### config.mk
export PLATFORM = sky130hd
export DESIGN_NAME = dual_lane_scheduler_flat
export DESIGN_NICKNAME = d
export VERILOG_FILES = /design/src/rtl/dual_lane_scheduler_if.sv /design/src/rtl/dual_lane_scheduler.sv /design/src/flat_wrapper.sv
export SDC_FILE = /design/constraint.sdc
export NUM_CORES = 1
export LEC_CHECK = 0
export CAP_MARGIN = 40
export CORE_MARGIN = 2
export CORE_UTILIZATION = 35
export CTS_BUF_LIST = sky130_fd_sc_hd__clkbuf_8
export DETAILED_ROUTE_END_ITERATION = 8
export PLACE_DENSITY = 0.7
export SYNTH_ARGS = -nofsm -noshare
export SYNTH_HDL_FRONTEND = slang
export SYNTH_SLANG_ARGS = --single-unit
### constraint.sdc
create_clock -name clk -period 4 [get_ports clk]
set_clock_uncertainty 0.15 [all_clocks]
set_input_delay 1 -clock clk [delete_from_list [all_inputs] [get_ports clk]]
set_output_delay 1 -clock clk [all_outputs]
set_load 0.05 [all_outputs]
### src/rtl/dual_lane_scheduler_if.sv
// Bus bundle for dual_lane_scheduler: requester valid/ready/data on one side,
// the two-lane capture register pair and its status pulses on the other.
// The master modport is the requester/downstream environment, the slave
// modport is the scheduler itself.
interface dual_lane_scheduler_if #(
  parameter int NREQ  = 4,
  parameter int WIDTH = 4
);
  logic [NREQ-1:0]       req_valid;
  logic [NREQ*WIDTH-1:0] req_data;
  logic [NREQ-1:0]       req_ready;
  logic                  out_ready;
  logic [WIDTH-1:0]      out1;
  logic [WIDTH-1:0]      out2;
  logic                  out1_vld;
  logic                  out2_vld;
  logic                  pair_done;
  logic                  pair_abort;

  modport master (
    output req_valid,
    output req_data,
    output out_ready,
    input  req_ready,
    input  out1,
    input  out2,
    input  out1_vld,
    input  out2_vld,
    input  pair_done,
    input  pair_abort
  );

  modport slave (
    input  req_valid,
    input  req_data,
    input  out_ready,
    output req_ready,
    output out1,
    output out2,
    output out1_vld,
    output out2_vld,
    output pair_done,
    output pair_abort
  );
endinterface

### src/rtl/dual_lane_scheduler.sv
// dual_lane_scheduler
// Round-robin scheduler sharing one two-lane capture register pair among
// NREQ requesters. Accepted words fill lane 1 then lane 2; a half-filled
// pair is dropped after IDLE_TMO idle (non-stalled) cycles.
// Optional statistics counters are compiled in with the macro
// DUAL_LANE_SCHED_STATS_EN (adds grant_cnt and abort_cnt outputs).
module dual_lane_scheduler #(
  parameter int NREQ     = 4,
  parameter int WIDTH    = 4,
  parameter int IDLE_TMO = 8
) (
  input  logic                       clk,
  input  logic                       rst_n,
  dual_lane_scheduler_if.slave       bus
`ifdef DUAL_LANE_SCHED_STATS_EN
  ,
  output logic [15:0]                grant_cnt,
  output logic [7:0]                 abort_cnt
`endif
);

  localparam int PTR_W = (NREQ > 1) ? $clog2(NREQ) : 1;
  localparam logic [7:0] TMO = 8'(IDLE_TMO);
  localparam logic [PTR_W-1:0] LAST_IDX = PTR_W'(NREQ - 1);

  typedef enum logic [1:0] {
    IDLE = 2'd0,
    HI   = 2'd1,
    LO   = 2'd2
  } state_t;

  state_t            state;
  state_t            state_nxt;
  logic [PTR_W-1:0]  rr_ptr;
  logic [7:0]        idle_cnt;

  logic [NREQ-1:0]   grant;
  logic              win_found;
  logic [PTR_W-1:0]  win_idx;
  int                cand;
  logic [WIDTH-1:0]  win_data;
  logic              transfer;
  logic              abort;
  logic              to_lane2;

  // Cyclic priority scan starting at rr_ptr; grants nothing while the
  // downstream is stalled or the block is held in reset.
  always_comb begin
    grant     = '0;
    win_found = 1'b0;
    win_idx   = '0;
    cand      = 0;
    if (rst_n && bus.out_ready) begin
      for (int k = 0; k < NREQ; k++) begin
        cand = (int'(rr_ptr) + k) % NREQ;
        if (!win_found && bus.req_valid[cand]) begin
          win_found   = 1'b1;
          win_idx     = PTR_W'(cand);
          grant[cand] = 1'b1;
        end
      end
    end
  end

  assign bus.req_ready = grant;
  assign transfer      = win_found;
  assign win_data      = bus.req_data[int'(win_idx)*WIDTH +: WIDTH];
  assign to_lane2      = (state == HI);

  // A pending abort loses to a transfer in the same cycle; stalled cycles
  // never advance toward the timeout.
  assign abort = (state == HI) && bus.out_ready && !transfer &&
                 ((idle_cnt + 8'd1) == TMO);

  // Next-state selection for the lane-pairing state machine.
  always_comb begin
    state_nxt = state;
    case (state)
      IDLE: begin
        if (transfer) state_nxt = HI;
      end
      HI: begin
        if (transfer)   state_nxt = LO;
        else if (abort) state_nxt = IDLE;
      end
      LO: begin
        if (transfer) state_nxt = HI;
        else          state_nxt = IDLE;
      end
      default: state_nxt = IDLE;
    endcase
  end

  // State register.
  always_ff @(posedge clk or negedge rst_n) begin
    if (!rst_n) state <= IDLE;
    else        state <= state_nxt;
  end

  // Round-robin pointer moves one past the winner on every transfer.
  always_ff @(posedge clk or negedge rst_n) begin
    if (!rst_n) begin
      rr_ptr <= '0;
    end else if (transfer) begin
      if (win_idx == LAST_IDX) rr_ptr <= '0;
      else                     rr_ptr <= win_idx + PTR_W'(1);
    end
  end

  // Idle counter only runs in HI on non-stalled, transfer-free cycles and
  // is cleared whenever the pair opens, completes or is aborted.
  always_ff @(posedge clk or negedge rst_n) begin
    if (!rst_n) begin
      idle_cnt <= 8'd0;
    end else if (transfer || state != HI || abort) begin
      idle_cnt <= 8'd0;
    end else if (bus.out_ready) begin
      idle_cnt <= idle_cnt + 8'd1;
    end
  end

  // Lane data registers: lane 1 on a transfer outside HI, lane 2 inside HI.
  always_ff @(posedge clk or negedge rst_n) begin
    if (!rst_n) begin
      bus.out1 <= '0;
      bus.out2 <= '0;
    end else if (transfer) begin
      if (to_lane2) bus.out2 <= win_data;
      else          bus.out1 <= win_data;
    end
  end

  // Registered single-cycle status pulses.
  always_ff @(posedge clk or negedge rst_n) begin
    if (!rst_n) begin
      bus.out1_vld   <= 1'b0;
      bus.out2_vld   <= 1'b0;
      bus.pair_done  <= 1'b0;
      bus.pair_abort <= 1'b0;
    end else begin
      bus.out1_vld   <= transfer && !to_lane2;
      bus.out2_vld   <= transfer && to_lane2;
      bus.pair_done  <= transfer && to_lane2;
      bus.pair_abort <= abort;
    end
  end

`ifdef DUAL_LANE_SCHED_STATS_EN
  // Saturating counts of transfers and aborted pairs.
  always_ff @(posedge clk or negedge rst_n) begin
    if (!rst_n) begin
      grant_cnt <= 16'd0;
      abort_cnt <= 8'd0;
    end else begin
      if (transfer && grant_cnt != 16'hFFFF) grant_cnt <= grant_cnt + 16'd1;
      if (abort && abort_cnt != 8'hFF)       abort_cnt <= abort_cnt + 8'd1;
    end
  end
`endif

endmodule

### src/flat_wrapper.sv
// flat-port wrapper written by rule: the top's interface ports become plain ports
module dual_lane_scheduler_flat 
#(
  parameter int NREQ     = 4,
  parameter int WIDTH    = 4,
  parameter int IDLE_TMO = 8
)
  (clk, rst_n, bus_req_valid, bus_req_data, bus_out_ready, bus_req_ready, bus_out1, bus_out2, bus_out1_vld, bus_out2_vld, bus_pair_done, bus_pair_abort);
  dual_lane_scheduler_if #(.NREQ(NREQ), .WIDTH(WIDTH)) bus_i ();
  input  logic clk;
  input  logic rst_n;
  input wire logic [$bits(bus_i.req_valid)-1:0] bus_req_valid;
  input wire logic [$bits(bus_i.req_data)-1:0] bus_req_data;
  input wire logic [$bits(bus_i.out_ready)-1:0] bus_out_ready;
  output wire logic [$bits(bus_i.req_ready)-1:0] bus_req_ready;
  output wire logic [$bits(bus_i.out1)-1:0] bus_out1;
  output wire logic [$bits(bus_i.out2)-1:0] bus_out2;
  output wire logic [$bits(bus_i.out1_vld)-1:0] bus_out1_vld;
  output wire logic [$bits(bus_i.out2_vld)-1:0] bus_out2_vld;
  output wire logic [$bits(bus_i.pair_done)-1:0] bus_pair_done;
  output wire logic [$bits(bus_i.pair_abort)-1:0] bus_pair_abort;
  assign bus_i.req_valid = bus_req_valid;
  assign bus_i.req_data = bus_req_data;
  assign bus_i.out_ready = bus_out_ready;
  assign bus_req_ready = bus_i.req_ready;
  assign bus_out1 = bus_i.out1;
  assign bus_out2 = bus_i.out2;
  assign bus_out1_vld = bus_i.out1_vld;
  assign bus_out2_vld = bus_i.out2_vld;
  assign bus_pair_done = bus_i.pair_done;
  assign bus_pair_abort = bus_i.pair_abort;
  dual_lane_scheduler #(.NREQ(NREQ), .WIDTH(WIDTH), .IDLE_TMO(IDLE_TMO)) u_core (.clk(clk), .rst_n(rst_n), .bus(bus_i));
endmodule
==> impl_metrics.yaml <==
placed_design:
  port_buffers: 38
  dp_hpwl_microns: 2580
  place_area_sq_um: 2220
  place_congestion: 0.873
global_route:
  grt_pass1_vias: 1338
  grt_pass1_wl_microns: 5920
  grt_max_degree: 24
  grtUsageTotal_pct: 14.1
  antenna_found_initial: 0
  grt_overflow_total: 0
yosys:
  synth_edf_count: 0
  synthTopCellsByCount: "23 x dfrtp_1, 17 x nor2_1, 16 x mux2i_1, 14 x nand2_1, 9 x mux2_2"
  ys.flop_type: "dfrtp_1"
  netlist_instances: 165
  ys_ff_latch: 23
  synth_area_leader_cell: "dfrtp_1"
  synthesis.nets: 196
  ys_types: 41
  yosys-top-cells-area: "dfrtp_1 35%, mux2i_1 9.8%, mux2_2 6.2%"
  yosysMostFrequentCell: "dfrtp_1"
  netlist_area_sq_um: 1630
  syn_area_per_cell_sq_um: 9.86
  async_flop_share_pct: 100
  yosysSeqAreaShare_pct: 35.4
  yosys_warnings: 0
  synth_top_area_share_pct: 35.4
timing:
  period_minus_slack_ns: 3.65
  worst_pin_slew_ns: 0.589
  setup_viol: 0
  finalCritPeriodShare_pct: 91.3
  slew_headroom_pct: 60.6
  hold_viol_final: 0
  worst_hold_slack_ns: 0.344
  slew_violations: 0
  fmax_ghz: 0.274
  grt_setup_unrepaired: "no"
  setup_tns_ns: 0
worst_setup_path:
  crit_path_start_kind: "input port"
  crit_required_ns: 2.85
  cp_max_fo: 5
  critPathKind: "in -> out"
  crit_arrival_ns: 2.50
  r2r_cells: 9
  crit_path_end_kind: "primary output"
clock_tree:
  clk_latency_ns: 0.26
  clk_pin_slew_ns: 0.08
  post-cts-setup-buffers: 0
  cts_tree: "yes"
  cts_hold_buf: 0
  clock-sinks: 23
  cts_made_buffers: 3
  h-tree-depth: 1
  cts_buffer_depth: 2
  cts_root_buf: "clkbuf_8"
cells_and_area:
  layout-drive-gt1-share_pct: 22.9
  fill_cells: 397
  final_cell_area_sq_um: 2290
  multiInputGateArea_sq_um: 1050
  ff_latch_area_sq_um: 576
  fin_nets: 246
  antenna_cells: 0
  synthToLayoutAreaGrowth_pct: 40.8
floorplan:
  core.rowCount: 24
  die_width_microns: 72.2
  io_pins: 39
  initial_core_util_pct: 36.8
  die_area_sq_um: 5210
  fp.dieH_microns: 72.2
  coreArea_sq_um: 4410
route:
  final_antenna_net_count: 0
  viasPerCell: 5.11
  dr.pass1.iters: 6
  drt_iter0_drc: 51
  drc: 0
  wl_per_cell_microns: 12.3
  wl_microns: 3280
  vias: 1360
pwr:
  ir_worst_vdd_mv: 0.376
  power_mw: 1.42
  p_leak_nw: 1.04
  cellPowerDensity_nw_per_um2: 618
worst_hold_path:
  whs_path_depth: 1
  min_path_type: "reg -> reg"
status:
  status: "finished, final reports clean"
run:
  drv_cap: 0
==> sequential cells by signal, summed over array words and instances (netlist names) <==
| register | count |
|---|---|
| u_core.bus.out1 | 4 |
| u_core.bus.out1_vld | 1 |
| u_core.bus.out2 | 4 |
| u_core.bus.out2_vld | 1 |
| u_core.bus.pair_abort | 1 |
| u_core.idle_cnt | 8 |
| u_core.rr_ptr | 2 |
| u_core.state | 2 |
==> where the power goes <==
part	switching [mW]	internal [mW]	leakage (nW)
registers	0.0298	0.291	0.295
clock network	0.0713	0.0693	0.0255
logic	0.539	0.416	0.719
total	0.640	0.776	1.04
==> cell usage in the layout (no fill, tap or decap), types with 4 or more instances in the layout <==
cell type,n
a22oi_1,4
xor2_1,7
nand4_1,5
buf_4,15
clkdlybuf4s50_1,30
nand2_1,14
buf_12,4
inv_1,4
dlymetal6s2s_1,4
mux2_2,9
mux2i_1,16
ha_1,8
dfrtp_1,23
nor2_1,17
o21ai_0,5
==> cell type report <==
type	count	share of cell area, %
Clock inverter	1	0.218
Tap cell	52	2.84
Clock buffer	3	1.80
Sequential cell	23	25.1
Timing Repair Buffer	53	23.7
Multi-Input combinational cell	130	45.7
Inverter	4	0.655
==> kinds of logic (layout without fill, tap and decap cells) <==
group                    after synthesis  in the layout  synth area share, %
multiplexers                          28             28                 20.5
AND/OR/NAND/NOR                       58             58                 18.9
flip-flops                            23             23                 35.4
adder cells (fa/ha/maj)                8              8                 6.15
buffers and inverters                 12             61                 3.77
AO/OA/AOI/OAI                         27             27                 10.5
XOR/XNOR                               9              9                 4.85
==> critical path: stages <==
cell and delay [ns]:
dlymetal6s2s_1 0.16, mux4_2 0.49, and2b_2 0.27, a22oi_1 0.07, nand2_1 0.06, o21ai_0 0.10
a21oi_2 0.19, buf_12 0.16
==> through the flow <==
step	util, %	std cells	worst slack, ns
global route	51.9	266	0.209
detailed placement	50.4	262	-0.0299
global placement	50.2	261	0.0174
floorplan	-	165	-0.0722
CTS	51.4	266	0.00308
finish	51.9	266	0.349
==> what timing repair did <==
| item | CTS | global route |
|---|---|---|
| gates resized for setup | 3 | 7 |
| pin swaps | 0 | 1 |
| endpoints found under the setup margin | 3 | 4 |
| hold endpoints to repair | 0 | 0 |
==> metal layers <==
| metal | part of all wire, % | GRT usage (%) | vias to the layer above |
|---|---|---|---|
| met4 | 0.82 | 3.77 | 0 |
| met3 | 4.4 | 2.50 | 2 |
| li1 | - | - | 690 |
| met2 | 50 | 24.4 | 30 |
| met5 | 0 | 0 | - |
| met1 | 45 | 18.2 | 638 |
==> final timing paths <==
kind,start,endpoint,slack [ns]
max in group asynchronous,rst_n,u_core.bus.out2_vld,2.49
max reg2reg,u_core.rr_ptr[1],u_core.bus.out1[1],1.02
min reg2reg,u_core.state[0],u_core.state[0],0.34
min in group asynchronous,rst_n,u_core.bus.pair_abort,0.98
max,bus_req_valid[2],bus_req_ready[0],0.35
min,u_core.state[0],u_core.state[0],0.34
No activity file was read; power rests on OpenSTA's default activity.
